<file path="config.mk">
export PLATFORM = sky130hd
export DESIGN_NAME = dmem_arbiter
export DESIGN_NICKNAME = d
export VERILOG_FILES = /design/src/rtl/dmem_arbiter.sv
export SDC_FILE = /design/constraint.sdc
export NUM_CORES = 1
export LEC_CHECK = 0
export BUFFER_PORTS_ARGS = -buffer_cell sky130_fd_sc_hd__buf_4
export CAP_MARGIN = 20
export CORE_UTILIZATION = 40
export CTS_BUF_LIST = sky130_fd_sc_hd__clkbuf_4
export CTS_CLUSTER_DIAMETER = 120
export DETAILED_ROUTE_END_ITERATION = 16
export PLACE_DENSITY = 0.7
export SLEW_MARGIN = 20
export SYNTH_ARGS = -nofsm -noshare
export SYNTH_HDL_FRONTEND = slang
export SYNTH_SLANG_ARGS = --single-unit
</file>
<file path="constraint.sdc">
create_clock -name CLK -period 2.3 [get_ports CLK]
set_clock_uncertainty 0.05 [all_clocks]
set_input_delay 0 -clock CLK [delete_from_list [all_inputs] [get_ports CLK]]
set_output_delay 0 -clock CLK [all_outputs]
set_load 0.05 [all_outputs]
</file>
<file path="src/rtl/dmem_arbiter.sv">
// Two-port arbiter/sequencer in front of a registered-read DataMemory.
// Build option: define ARB_ROUND_ROBIN_EN for round-robin contention, else port 0 has fixed priority.
module dmem_arbiter #(
    parameter int DATA_W    = 16,
    parameter int ADDR_W    = 11,
    parameter int MEM_DEPTH = 10
) (
    input  logic              CLK,
    input  logic              RESET,
    input  logic              M0_REQ,
    input  logic              M0_WE,
    input  logic [ADDR_W-1:0] M0_ADDR,
    input  logic [DATA_W-1:0] M0_WDATA,
    output logic              M0_ACK,
    output logic              M0_ERR,
    output logic [DATA_W-1:0] M0_RDATA,
    input  logic              M1_REQ,
    input  logic              M1_WE,
    input  logic [ADDR_W-1:0] M1_ADDR,
    input  logic [DATA_W-1:0] M1_WDATA,
    output logic              M1_ACK,
    output logic              M1_ERR,
    output logic [DATA_W-1:0] M1_RDATA,
    output logic              MEM_RD,
    output logic              MEM_WR,
    output logic [ADDR_W-1:0] MEM_ADDR,
    output logic [DATA_W-1:0] MEM_WDATA,
    input  logic [DATA_W-1:0] MEM_RDATA
);

    typedef enum logic [1:0] {
        IDLE  = 2'd0,
        ISSUE = 2'd1,
        WAIT  = 2'd2,
        DONE  = 2'd3
    } state_t;

    localparam logic [ADDR_W-1:0] DEPTH = ADDR_W'(MEM_DEPTH);

    state_t             state;
    logic               grant;
    logic               lat_we;
    logic               pick;
    logic               sel_we;
    logic [ADDR_W-1:0]  sel_addr;
    logic [DATA_W-1:0]  sel_wdata;
    logic [DATA_W-1:0]  wait_data;

`ifdef ARB_ROUND_ROBIN_EN
    logic               last;
`endif

    // Grant selection among the currently requesting ports
    always_comb begin
        pick = 1'b0;
        if (M0_REQ && M1_REQ) begin
`ifdef ARB_ROUND_ROBIN_EN
            pick = ~last;
`else
            pick = 1'b0;
`endif
        end else if (M1_REQ) begin
            pick = 1'b1;
        end else begin
            pick = 1'b0;
        end
    end

    // Request fields of the selected port; writes echo their own data back
    always_comb begin
        sel_we    = 1'b0;
        sel_addr  = {ADDR_W{1'b0}};
        sel_wdata = {DATA_W{1'b0}};
        if (pick) begin
            sel_we    = M1_WE;
            sel_addr  = M1_ADDR;
            sel_wdata = M1_WDATA;
        end else begin
            sel_we    = M0_WE;
            sel_addr  = M0_ADDR;
            sel_wdata = M0_WDATA;
        end
        if (lat_we) begin
            wait_data = MEM_WDATA;
        end else begin
            wait_data = MEM_RDATA;
        end
    end

    // Transaction sequencer with registered memory strobes and per-port responses
    always_ff @(posedge CLK or posedge RESET) begin
        if (RESET) begin
            state     <= IDLE;
            grant     <= 1'b0;
            lat_we    <= 1'b0;
            M0_ACK    <= 1'b0;
            M0_ERR    <= 1'b0;
            M0_RDATA  <= {DATA_W{1'b0}};
            M1_ACK    <= 1'b0;
            M1_ERR    <= 1'b0;
            M1_RDATA  <= {DATA_W{1'b0}};
            MEM_RD    <= 1'b0;
            MEM_WR    <= 1'b0;
            MEM_ADDR  <= {ADDR_W{1'b0}};
            MEM_WDATA <= {DATA_W{1'b0}};
`ifdef ARB_ROUND_ROBIN_EN
            last      <= 1'b1;
`endif
        end else begin
            MEM_RD <= 1'b0;
            MEM_WR <= 1'b0;
            M0_ACK <= 1'b0;
            M0_ERR <= 1'b0;
            M1_ACK <= 1'b0;
            M1_ERR <= 1'b0;
            case (state)
                IDLE: begin
                    if (M0_REQ || M1_REQ) begin
                        grant  <= pick;
                        lat_we <= sel_we;
`ifdef ARB_ROUND_ROBIN_EN
                        last   <= pick;
`endif
                        if (sel_addr < DEPTH) begin
                            MEM_ADDR  <= sel_addr;
                            MEM_WDATA <= sel_wdata;
                            MEM_RD    <= ~sel_we;
                            MEM_WR    <= sel_we;
                            state     <= ISSUE;
                        end else begin
                            // Out-of-range: answer immediately, memory untouched
                            if (pick) begin
                                M1_ACK   <= 1'b1;
                                M1_ERR   <= 1'b1;
                                M1_RDATA <= {DATA_W{1'b0}};
                            end else begin
                                M0_ACK   <= 1'b1;
                                M0_ERR   <= 1'b1;
                                M0_RDATA <= {DATA_W{1'b0}};
                            end
                            state <= DONE;
                        end
                    end else begin
                        state <= IDLE;
                    end
                end
                ISSUE: begin
                    state <= WAIT;
                end
                WAIT: begin
                    if (grant) begin
                        M1_ACK   <= 1'b1;
                        M1_RDATA <= wait_data;
                    end else begin
                        M0_ACK   <= 1'b1;
                        M0_RDATA <= wait_data;
                    end
                    state <= DONE;
                end
                DONE: begin
                    state <= IDLE;
                end
                default: begin
                    state <= IDLE;
                end
            endcase
        end
    end

endmodule

</file>
; ---- After elaboration in Yosys (flattened, before gate mapping)
; Index checks and enable logic that the tools add are counted.
[totals]
reg_bits = 69
in_bits = 76
output_inout_bits = 65
wordCells = 69
[classes]
magnitude_cmp = 1
n_eq_ne = 9
mux = 37
bitwise = 1
n_reduce_logical = 8
[ops]
columns = operator, count
row1 = 16-bit 2-to-1 mux, 10
row2 = 16-bit one-hot mux with 2 select lines, 2
row3 = 1-bit 2-to-1 mux, 19
row4 = "2-bit inequality test, second input constant", 6
row5 = "11-bit by 4-bit < comparator with 1-bit output, second input constant", 1
row6 = 11-bit 2-to-1 mux, 1
row7 = 5-bit AND reduction, 2
row8 = 2-bit one-hot mux with 4 select lines, 1
row9 = "2-bit == test, second input constant", 2
row10 = 2-bit 2-to-1 mux, 2
row11 = 1-bit one-hot mux with 2 select lines, 2
row12 = 3-bit AND reduction, 1
row13 = "2-bit by 1-bit == test with 1-bit output, second input constant", 1
row14 = 2-bit logical NOT, 1
row15 = 2-bit AND reduction, 1
row16 = 2-bit nonzero test, 1
row17 = 1-bit logical AND, 1
row18 = 1-bit logical OR, 1
row19 = 1-bit NOT, 1

; ---- Depth between registers and ports, before layout
; Gate-level depths: netlist of the first run.
[depth]
word_depth = 7
ltp_mapped = 7
ltp_nobuf = 6

; ---- Worst setup path after synthesis of the first run
; Ideal clock, no wire load.
[synth_path]
path_kind = reg-to-reg
start = register state[0]
end = register MEM_WDATA[10]
setup_time_ns = 0.127
arrival_ns = 1.718
t_required_ns = 2.123
slack_ns = 0.404
path_stages_with_launch = 7
n_path_buf = 1
synth_period_minus_slack_ns = 1.896
cell_sequence = dfrtp_1 > inv_1 > ha_1 > o21ai_0 > a21oi_4 > buf_6 > mux2_1
[synth_between]
elab_chain_len = 2
[synth_lines]
columns = item, line
row1 = "start, declared", 40  ; state_t state;
row2 = "start signal, assigned", 93  ; state <= IDLE;
row3 = "start signal, assigned", 129  ; state <= ISSUE;
row4 = "start signal, assigned", 141  ; state <= DONE;
row5 = 2-bit logical NOT, 116  ; case (state)
row6 = 3-bit AND reduction (no line), --
row7 = "end signal, assigned", 105  ; MEM_WDATA <= {DATA_W{1'b0}};
row8 = "end signal, assigned", 126  ; MEM_WDATA <= sel_wdata;
row9 = "end, declared", 27  ; output logic [DATA_W-1:0] MEM_WDATA,
; Every way passes these cells.
; A chain may end at the register's enable or synchronous reset.

; ---- Final worst setup path of the first run
[layout_path]
start = register state[1]
end = register MEM_WDATA[15]
; Same word-level chain as after synthesis.

==> impl_results.md, run 1 <==
- Crit end category: register
- DP Wirelength: between 6000 and 7000 µm
- CP cell instances: inv_1 -> ha_1 -> o21ai_0 -> a21oi_4 -> buf_12 -> mux2_2
- Placement Cell Area: ~4300 µm²
- Final setup fails: 0
- Post-route cell area: ~5000 µm²
- Final ANT Viol Nets: 0
- Maxcap violations: 0
- CP Launch Point: state[1]
- Hold Violations, Final: 0
- Hold Path Class: input port to register
- Mean post-synth cell area: around 12 µm²
- IO Pins: between 100 and 150
- Register area share after synthesis: 0.561
- Clk_lat worst skew: around 400 ps
- Status: completed
- Mux share of post-synthesis cell area: 0.125
- Delay-heaviest family, CP: compound AO/OA/AOI/OAI gates
- Setup_tns: 0 ps
- RR Startpoint: state[1]
- Total GRT Usage: 0.240
- Post-CTS Repair Setup Buffers: 0
- Vias in the first global route: between 2,000 and 3,000
- Via count: ~2,900
- Post-synth top area share: 0.561
- Vias/cell: between 4 and 5
- CP Depth: 6
- Synthesis Warnings: 0
- Crit path arrival time: 2270 ps
- Static Leak: approximately 2.7 nW
- Initial antenna violation count: 0
- Placer congestion estimate: around 0.84
- RR Endpoint: MEM_WDATA[15]
- R2R depth: 6
- Worst Setup Start Kind: register
- Max Freq: ~0.5 GHz
- Wirelength, routed: 9190 µm
- Largest net degree at the start of global routing: 38
- Syn Nets: about 340
- Synth Area in Adders: 0.00814
- RSZ-0062 raised after global routing: no
- TritonCTS Buffers: 9
- Share of cells above drive strength 1: 0.377
- Residual DRC count: 0
- Slowest CP cell: dfrtp_1
- Filler cell count: approximately 580
- Setup crit end: MEM_WDATA[15]
- ANT cells: 0
- Worst-path clk slew: about 120 ps
- FF+latch area: approximately 1700 µm²
- # port buffers: 140
- Die Height: about 90 µm
- Area added between synthesis and finish: 64.1%
- H-tree depth: 3
- Seq cells post-synth: 69
- Final Cycle Share: 0.879
- Worst setup path category: register to register
- Critical path buffer and inverter count: 2
- Avg WL per Cell: around 16 µm
- Slew headroom: 0.405
- Mapped Cells: 264
- Peak supply drop: between 0.8 and 0.9 mV
- Worst slack, placed: roughly 300 ps
- Mapped Area: 3080 µm²
- First-pass GRT wire length: approximately 14,000 µm
- Root Driver: clkbuf_4
- Final Max Slew Viols: 0
- Violation count after the first detailed-route iteration: 103
- Leading area contributor after synthesis: dfrtp_1
- Crit path max fanout: 27
- Worst setup margin: about 280 ps
- Die area: 8040 µm²
- Req. time, crit path: roughly 2500 ps
- Starting Density: 0.420
- R2R Setup Slk: ~280 ps
- Pre-antenna DRT Iters: 4
- Compound-gate portion of the synthesized area: 0.136
- Main combinational cell family by area after synthesis: simple AND/OR/NAND/NOR gates
- Die W: around 90 µm
- Worst slew pin tran: slightly below 900 ps
- Final min period: ~2000 ps
- Area of the multi-input gates: ~1300 µm²
- Power per Cell Area: about 1100 nW/µm²
- Nets@finish: 553
- Clock buffer depth: 2
- Library cells used by synthesis: 31
- CTS tree: built
- Synth top area cells: dfrtp_1 (56%), o2bb2ai_1 (9.4%), nand2_1 (7.7%)
- Xor-xnor portion of the synthesized cell area: 0
- Post-synthesis simple-gate area fraction: 0.140
- Row cnt: 31
- Total grt overflow: 0
- CORE AREA: between 7000 and 8000 µm²
- Clock sinks: 69
- CP peak stage delay: ~400 ps
-- timing repair --
item	in CTS	in global routing
resized for setup	0	0
hold buffers	62	0
endpoints found under the hold margin	89	0
-- worst min-delay path by stage --
stage | startpoint | end | slack (ps) | depth (start not counted)
4_1_cts | M1_ADDR[7] | MEM_WR | 30 | 5
2_1_floorplan | M0_REQ | grant | 40 | 1
6_report | M1_ADDR[7] | MEM_WR | 40 | 5
3_3_place_gp | RESET | MEM_WDATA[0] | 110 | 2
3_5_place_dp | RESET | MEM_ADDR[7] | 110 | 2
5_1_grt | M1_ADDR[7] | MEM_RD | 50 | 5
-- synthesized netlist by cell type --
cell	instances
dfrtp_1	69
nand2_1	63
o2bb2ai_1	33
mux2_1	16
mux2i_1	16
nor2b_1	12
inv_1	6
buf_2	5
clkbuf_1	4
mux2_2	4
a31oi_1	3
nand2b_1	3
nor2_1	3
o22ai_1	3
a21oi_1	2
buf_6	2
ha_1	2
nand4_2	2
nor3_1	2
nor4_4	2
o21ai_1	2
a21oi_4	1
a311oi_2	1
a32oi_1	1
buf_1	1
nand3_1	1
o21ai_0	1
o21ai_2	1
o21bai_1	1
o21bai_2	1
or2_2	1
-- registers in the layout, summed over array words and instances, names as in the netlist --
signal and flops:
M0_RDATA 16, M1_RDATA 16, MEM_WDATA 16, MEM_ADDR 11
state 2, M0_ACK 1, M0_ERR 1, M1_ACK 1
M1_ERR 1, MEM_RD 1, MEM_WR 1, grant 1
lat_we 1
-- kinds of logic (layout without fill, tap and decap cells) --
logic type | count (synthesis) | after routing
multiplexers | 36 | 36
flip-flops | 69 | 69
buffers and inverters | 18 | 234
AO/OA/AOI/OAI | 50 | 50
AND/OR/NAND/NOR | 89 | 89
adder cells (fa/ha/maj) | 2 | 2
-- per-layer routing --
metal  global-route usage  vias to the layer above  routed length [µm]
met5                    0                        -                   0
met4                0.102                        0                 192
met3               0.0484                       21                 471
met2                0.402                      103                4690
met1                0.303                     1412                3840
li1                     -                     1354                   -
-- worst min-delay path: cells and delay by family --
kind,cells,cell delay [ps]
compound gates,1,80
simple gates,3,290
buf+inv,1,90
-- cells in the final DEF (no fill, tap or decap), types with 2 or more instances in the layout --
cell type	Yosys	routed
mux2_1	16	16
o2bb2ai_1	33	33
mux2_2	4	4
dlygate4sd3_1	0	62
nand4_2	2	2
ha_1	2	2
nor2b_1	12	11
mux2i_1	16	16
o22ai_1	3	3
buf_4	0	148
a21oi_1	2	2
nand2_1	63	63
clkbuf_4	0	10
nor3_1	2	2
clkinv_2	0	2
o21ai_1	2	2
dfrtp_1	69	69
nor2_1	3	3
inv_1	6	5
a31oi_1	3	3
nand2b_1	3	3
nor4_4	2	2
clkinvlp_4	0	2
buf_12	0	2
-- power breakdown --
group | internal [mW] | switching [mW]
clock | 0.342 | 0.450
combinational | 0.993 | 1.83
sequential | 1.53 | 0.182
-- area by class of cell --
cell class | count | share of cell area
Multi-Input combinational cell | 177 | 0.250
Tap cell | 99 | 0.0245
Timing Repair Buffer | 212 | 0.351
Clock buffer | 10 | 0.0149
Sequential cell | 69 | 0.342
Clock inverter | 6 | 0.0126
Inverter | 6 | 0.00446
-- metrics by stage --
stage | instances | hold WS [ps] | utilization | total power, mW
final | 579 | 41.9 | 0.688 | 5.32
after detailed placement | 501 | 110 | 0.585 | 4.42
after global placement | 501 | 110 | 0.585 | 4.39
after CTS | 579 | 32.4 | 0.688 | 5.34
after floorplan | 264 | 35.7 | - | 3.50
after global routing | 579 | 51.6 | 0.688 | 5.59
Power figures use the tool's default switching activity.
==> run 2, diff against run 1 <==
- CORE_ASPECT_RATIO: unset -> 1.2
==> run 2 against run 1 <==
Compared with the run above: setup slack worse by 100 ps; global-route usage is 0.91 points higher; wire length increased by 1.2%; highest routed layer unchanged; clock-buffer cell count is 1 lower; final area about the same; critical path depth is 2 higher.
==> impl_results.md, run 2 (same netlist as run 1, synthesis figures left out) <==
- Clock sinks: 69 (unchanged)
- Slowest CP cell: dlygate4sd3_1
- Wirelength, routed: 9300 µm (+1.2%)
- CORE AREA: 7360 µm² (+0.39%)
- Vias in the first global route: 2,992 (+4.8%)
- Final Max Slew Viols: 0 (unchanged)
- Most frequent cells in the layout: buf_4 (146), dfrtp_1 (69), nand2_1 (63), dlygate4sd3_1 (62), o2bb2ai_1 (33)
- ANT cells: 0 (unchanged)
- Placed cells: 490 (-2.2%)
- Violation count after the first detailed-route iteration: 133 (+29%)
- Status: completed
- IO Pins: 141 (unchanged)
- Maxcap violations: 0 (unchanged)
- Clock buffer depth: 2 (unchanged)
- Power per Cell Area: 1070 nW/µm² (+1.6%)
- Share of cells above drive strength 1: 0.372 (-0.00470)
- Crit path max fanout: 12 (-56%)
- Crit end category: register
- Hold Path Class: input port to register
- Final instance count without filler cells: 568 (-1.9%)
- Crit path arrival time: 2380 ps (+110 ps)
- Setup_tns: 0 ps (unchanged)
- Cts repair resizes: 0 (unchanged)
- Peak supply drop: 0.874 mV (+7.2%)
- Largest registers: M0_RDATA (16), M1_RDATA (16), MEM_WDATA (16)
- Die W: 82.0 µm (-8.5%)
- Post-route cell area: 5040 µm² (about the same)
- # port buffers: 140 (unchanged)
- Vias/cell: 5.09 (+2.0%)
- H-tree depth: 3 (unchanged)
- RSZ-0062 raised after global routing: no
- Hold Violations, Final: 0 (unchanged)
- Final min period: 2130 ps (+104 ps)
- Worst Setup Start Kind: input port
- Placer congestion estimate: 0.849 (+0.58%)
- Row cnt: 34 (+9.7%)
- Final ANT Viol Nets: 0 (unchanged)
- Root Driver: clkbuf_4
- Placement Cell Area: 4260 µm² (-0.53%)
- Max Freq: 0.470 GHz (-4.9%)
- Final Cycle Share: 0.924 (+0.0451)
- TritonCTS Buffers: 9 (unchanged)
- Residual DRC count: 0 (unchanged)
- Slew headroom: 0.412 (+0.00713)
- Largest net degree at the start of global routing: 37 (-2.6%)
- Die area: 8040 µm² (about the same)
- Worst setup path category: input port to register
- Static Leak: 2.65 nW (about the same)
- DP Wirelength: 6100 µm (+1.4%)
- First-pass GRT wire length: 14,700 µm (+4.6%)
- Leading cell type in the layout, fill and taps excluded: buf_4
- Post-CTS Hold Buffers: 62 (unchanged)
- Final setup fails: 0 (unchanged)
- CTS tree: built
- Starting Density: 0.418 (-0.00164)
- Area added between synthesis and finish: 63.9% (about the same)
- Req. time, crit path: 2550 ps (about the same)
- CP cell instances: dlygate4sd3_1 -> buf_4 -> nand2b_1 -> buf_4 -> nand2_1 -> nand2_1 -> dlygate4sd3_1 -> mux2_1
- Worst-path clk slew: 110 ps (about the same)
- Post-CTS Repair Setup Buffers: 0 (unchanged)
- Total grt overflow: 0 (unchanged)
- Clk_lat worst skew: 410 ps (about the same)
- Nets@finish: 551 (-0.36%)
- Worst slew pin tran: 881 ps (-11.2 ps)
- Die Height: 98.1 µm (+9.3%)
- Pre-antenna DRT Iters: 4 (unchanged)
- Avg WL per Cell: 16.4 µm (+3.1%)
- Via count: 2,893 (+0.10%)
- CP peak stage delay: 560 ps (+160 ps)
- Initial antenna violation count: 0 (unchanged)
- Total GRT Usage: 0.249 (+0.00911)
[run 2: worst max-delay path, delay by kind of cell]
family	cells	cell delay [ps]
AND/OR/NAND/NOR	3	500
multiplexers	1	300
buffers and inverters	4	1570
[run 2: through the flow]
| step | total power [mW] | util | hold slack (ps) | setup slack (ps) |
|---|---|---|---|---|
| 6_report | 5.40 | 0.685 | 37.8 | 174 |
| 5_1_grt | 5.66 | 0.685 | 62.5 | 102 |
| 4_1_cts | 5.42 | 0.685 | 13.3 | 204 |
| 3_5_place_dp | 4.42 | 0.579 | 133 | 306 |
| 3_3_place_gp | 4.39 | 0.579 | 111 | 367 |
| 2_1_floorplan | 3.50 | - | 35.7 | 404 |
[run 2: power breakdown]
part           switching [mW]  internal [mW]
registers               0.223           1.52
logic                    1.79          0.994
clock network           0.429          0.436
[run 2: area by class of cell]
| class | instances | area (µm²) |
|---|---|---|
| timing repair buffer | 210 | 1760 |
| clock buffer | 9 | 67.6 |
| tap | 90 | 113 |
| fill | 565 | 2320 |
| sequential | 69 | 1730 |
| clock inverter | 7 | 88.8 |
| multi-input combinational | 177 | 1270 |
| inverter | 6 | 22.5 |
[run 2: worst paths after layout]
path / slack, ps / from / endpoint / cells after the start
worst min register to register: 450 / MEM_ADDR[3] / MEM_ADDR[3] / 1
worst max register to register: 300 / state[0] / MEM_ADDR[1] / 6
min in group asynchronous: 220 / RESET / MEM_WDATA[14] / 3
max in group asynchronous: 1350 / RESET / MEM_WDATA[5] / 4
worst min-delay path: 40 / M0_ADDR[3] / M0_ERR / 3
worst max-delay path: 170 / M0_REQ / MEM_WDATA[1] / 8
[run 2: per-layer routing]
metal  global-route usage  part of all wire  vias up  wire length (µm)
met4                0.120             0.031        0               291
li1                     -                 -     1355                 -
met5                    0                 0        -                 0
met3               0.0495             0.059       26               546
met1                0.291              0.38     1393              3570
met2                0.426              0.53      119              4890
==> run 3, diff against run 2 <==
- CTS_BUF_LIST: sky130_fd_sc_hd__clkbuf_4 -> sky130_fd_sc_hd__clkbuf_4 sky130_fd_sc_hd__clkbuf_8 sky130_fd_sc_hd__clkbuf_16
==> run 3 against run 2 <==
Compared with the run above: sequential cell count stayed put; global-route usage increased by 0.053 points; final cell count is the same; critical endpoint unchanged; largest cell class unchanged.
==> impl_results.md, run 3 (same netlist as run 1, synthesis figures left out) <==
- Total GRT Usage: 0.250 (+0.000532)
- IO Pins: 141 (unchanged)
- R2R depth: 6 (unchanged)
- Req. time, crit path: 2480 ps (-70 ps)
- Root Driver: clkbuf_8
- Clock sinks: 69 (unchanged)
- Clk_lat worst skew: 340 ps (-70 ps)
- Crit path max fanout: 12 (unchanged)
- Clock buffer depth: 2 (unchanged)
- Final Max Slew Viols: 0 (unchanged)
- Die Height: 98.1 µm (unchanged)
- Worst hold path depth: 3 (unchanged)
- Pre-antenna DRT Iters: 4 (unchanged)
- Worst hold endpoint: M0_ERR
- Peak supply drop: 0.906 mV (+3.6%)
- # port buffers: 140 (unchanged)
- R2R Setup Slk: 280 ps (-20 ps)
- CTS tree: built
- Violation count after the first detailed-route iteration: 82 (-38%)
- Nets@finish: 551 (unchanged)
- RSZ-0062 raised after global routing: no
- CORE AREA: 7360 µm² (unchanged)
- First-pass GRT wire length: 14,700 µm (unchanged)
- Total grt overflow: 0 (unchanged)
- Area added between synthesis and finish: 66.4%
- Status: completed
- Cts repair resizes: 0 (unchanged)
- Maxcap violations: 0 (unchanged)
- Design Power: 5.67 mW (+5.1%)
- Filler cell count: 546 (-3.4%)
- Power per Cell Area: 1110 nW/µm² (+3.5%)
- Max Freq: 0.454 GHz (-3.4%)
- Initial antenna violation count: 0 (unchanged)
- Worst setup margin: 99.1 ps (-74.9 ps)
- Die W: 82.0 µm (unchanged)
- FF+latch area: 1730 µm² (unchanged)
- Largest registers: M0_RDATA (16), M1_RDATA (16), MEM_WDATA (16)
- Placement Cell Area: 4260 µm² (unchanged)
- Vias in the first global route: 2,970 (-0.74%)
- Worst Setup Start Kind: input port
- Worst slack, placed: 306 ps (unchanged)
- Post-route cell area: 5120 µm² (+1.5%)
- Crit end category: register
- Final Core Density: 0.695 (+0.0104)
- Row cnt: 34 (unchanged)
- RR Endpoint: MEM_WDATA[14]
- Share of cells above drive strength 1: 0.377 (+0.00418)
- Worst setup path category: input port to register
- TritonCTS Buffers: 9 (unchanged)
- ANT cells: 0 (unchanged)
- Residual DRC count: 0 (unchanged)
- Starting Density: 0.418 (unchanged)
- Crit path arrival time: 2380 ps (about the same)
- Worst-path clk slew: 80 ps (-30 ps)
- Largest net degree at the start of global routing: 37 (unchanged)
- Final min period: 2200 ps (+74.9 ps)
- RR Startpoint: state[0]
- Final ANT Viol Nets: 0 (unchanged)
- Final Cycle Share: 0.957 (+0.0326)
- Via count: 2,850 (-1.5%)
- Worst slew pin tran: 890 ps (+9.00 ps)
- Final setup fails: 0 (unchanged)
- Area of the multi-input gates: 1270 µm² (unchanged)
- Min-delay src: M0_ADDR[3]
- Most frequent cells in the layout: buf_4 (146), dfrtp_1 (69), nand2_1 (63), dlygate4sd3_1 (62), o2bb2ai_1 (33)
- Die area: 8040 µm² (unchanged)
- Hold Violations, Final: 0 (unchanged)
- Avg WL per Cell: 16.5 µm (+1.1%)
- Leading cell type in the layout, fill and taps excluded: buf_4
- Vias/cell: 5.02 (-1.5%)
- H-tree depth: 3 (unchanged)
- Wirelength, routed: 9400 µm (+1.1%)
- Placer congestion estimate: 0.849 (unchanged)
- Slew headroom: 0.406 (-0.00601)
- Hold Path Class: input port to register
- DP Wirelength: 6100 µm (unchanged)
- Setup_tns: 0 ps (unchanged)
- Static Leak: 2.69 nW (+1.3%)
## run 3: cell count changes in the layout (fill, tap and decap cells not counted)
cell	change
clkbuf_4	-9
clkbuf_8	+11
clkinv_1	-2
## run 3: layer usage
layer / wire length, µm / part of all wire / up-vias / global-route usage
li1: - / - / 1348 / -
met3: 508 / 0.054 / 17 / 0.0514
met2: 4950 / 0.53 / 100 / 0.423
met5: 0 / 0 / - / 0
met1: 3740 / 0.40 / 1385 / 0.296
met4: 205 / 0.022 / 0 / 0.115
## run 3: how the worst max path moves through the flow
stage | start | end | slack [ps]
3_5_place_dp | state[0] | MEM_WDATA[14] | 310
2_1_floorplan | state[0] | MEM_WDATA[10] | 400
5_1_grt | M0_REQ | MEM_WDATA[6] | 7
6_report | M0_REQ | MEM_WDATA[1] | 100
4_1_cts | M0_REQ | MEM_WDATA[5] | 130
3_3_place_gp | state[0] | MEM_WDATA[13] | 370
## run 3: layout make-up
| cell class | count | share of cell area |
|---|---|---|
| repair buffers | 210 | 0.343 |
| clock buffers | 11 | 0.0296 |
| inverters | 6 | 0.00440 |
| well taps | 90 | 0.0220 |
| flip-flops and latches | 69 | 0.337 |
| multi-input cells | 177 | 0.247 |
| clock inverters | 5 | 0.0159 |
## run 3: critical path: stages
cell and delay (ps):
dlygate4sd3_1 540, buf_4 170, nand2b_1 360, buf_4 310, nand2_1 80, nand2_1 60, dlygate4sd3_1 560, mux2_1 300
## run 3: timing repair
action                                 CTS  global route
setup buffers                            0             0
endpoints found under the hold margin   90             0
hold buffers                            62             0
## run 3: where the power goes
part           internal (mW)  switching [mW]
Combinational          0.994            1.80
Clock                  0.672           0.460
Sequential              1.53           0.224
Total                   3.19            2.48
## run 3: per-stage QoR
step / hold slack [ps] / std cells
final: 103 / 568
after floorplan: 35.7 / 264
after global placement: 111 / 490
after CTS: 81.2 / 568
after global routing: 134 / 568
after detailed placement: 133 / 490
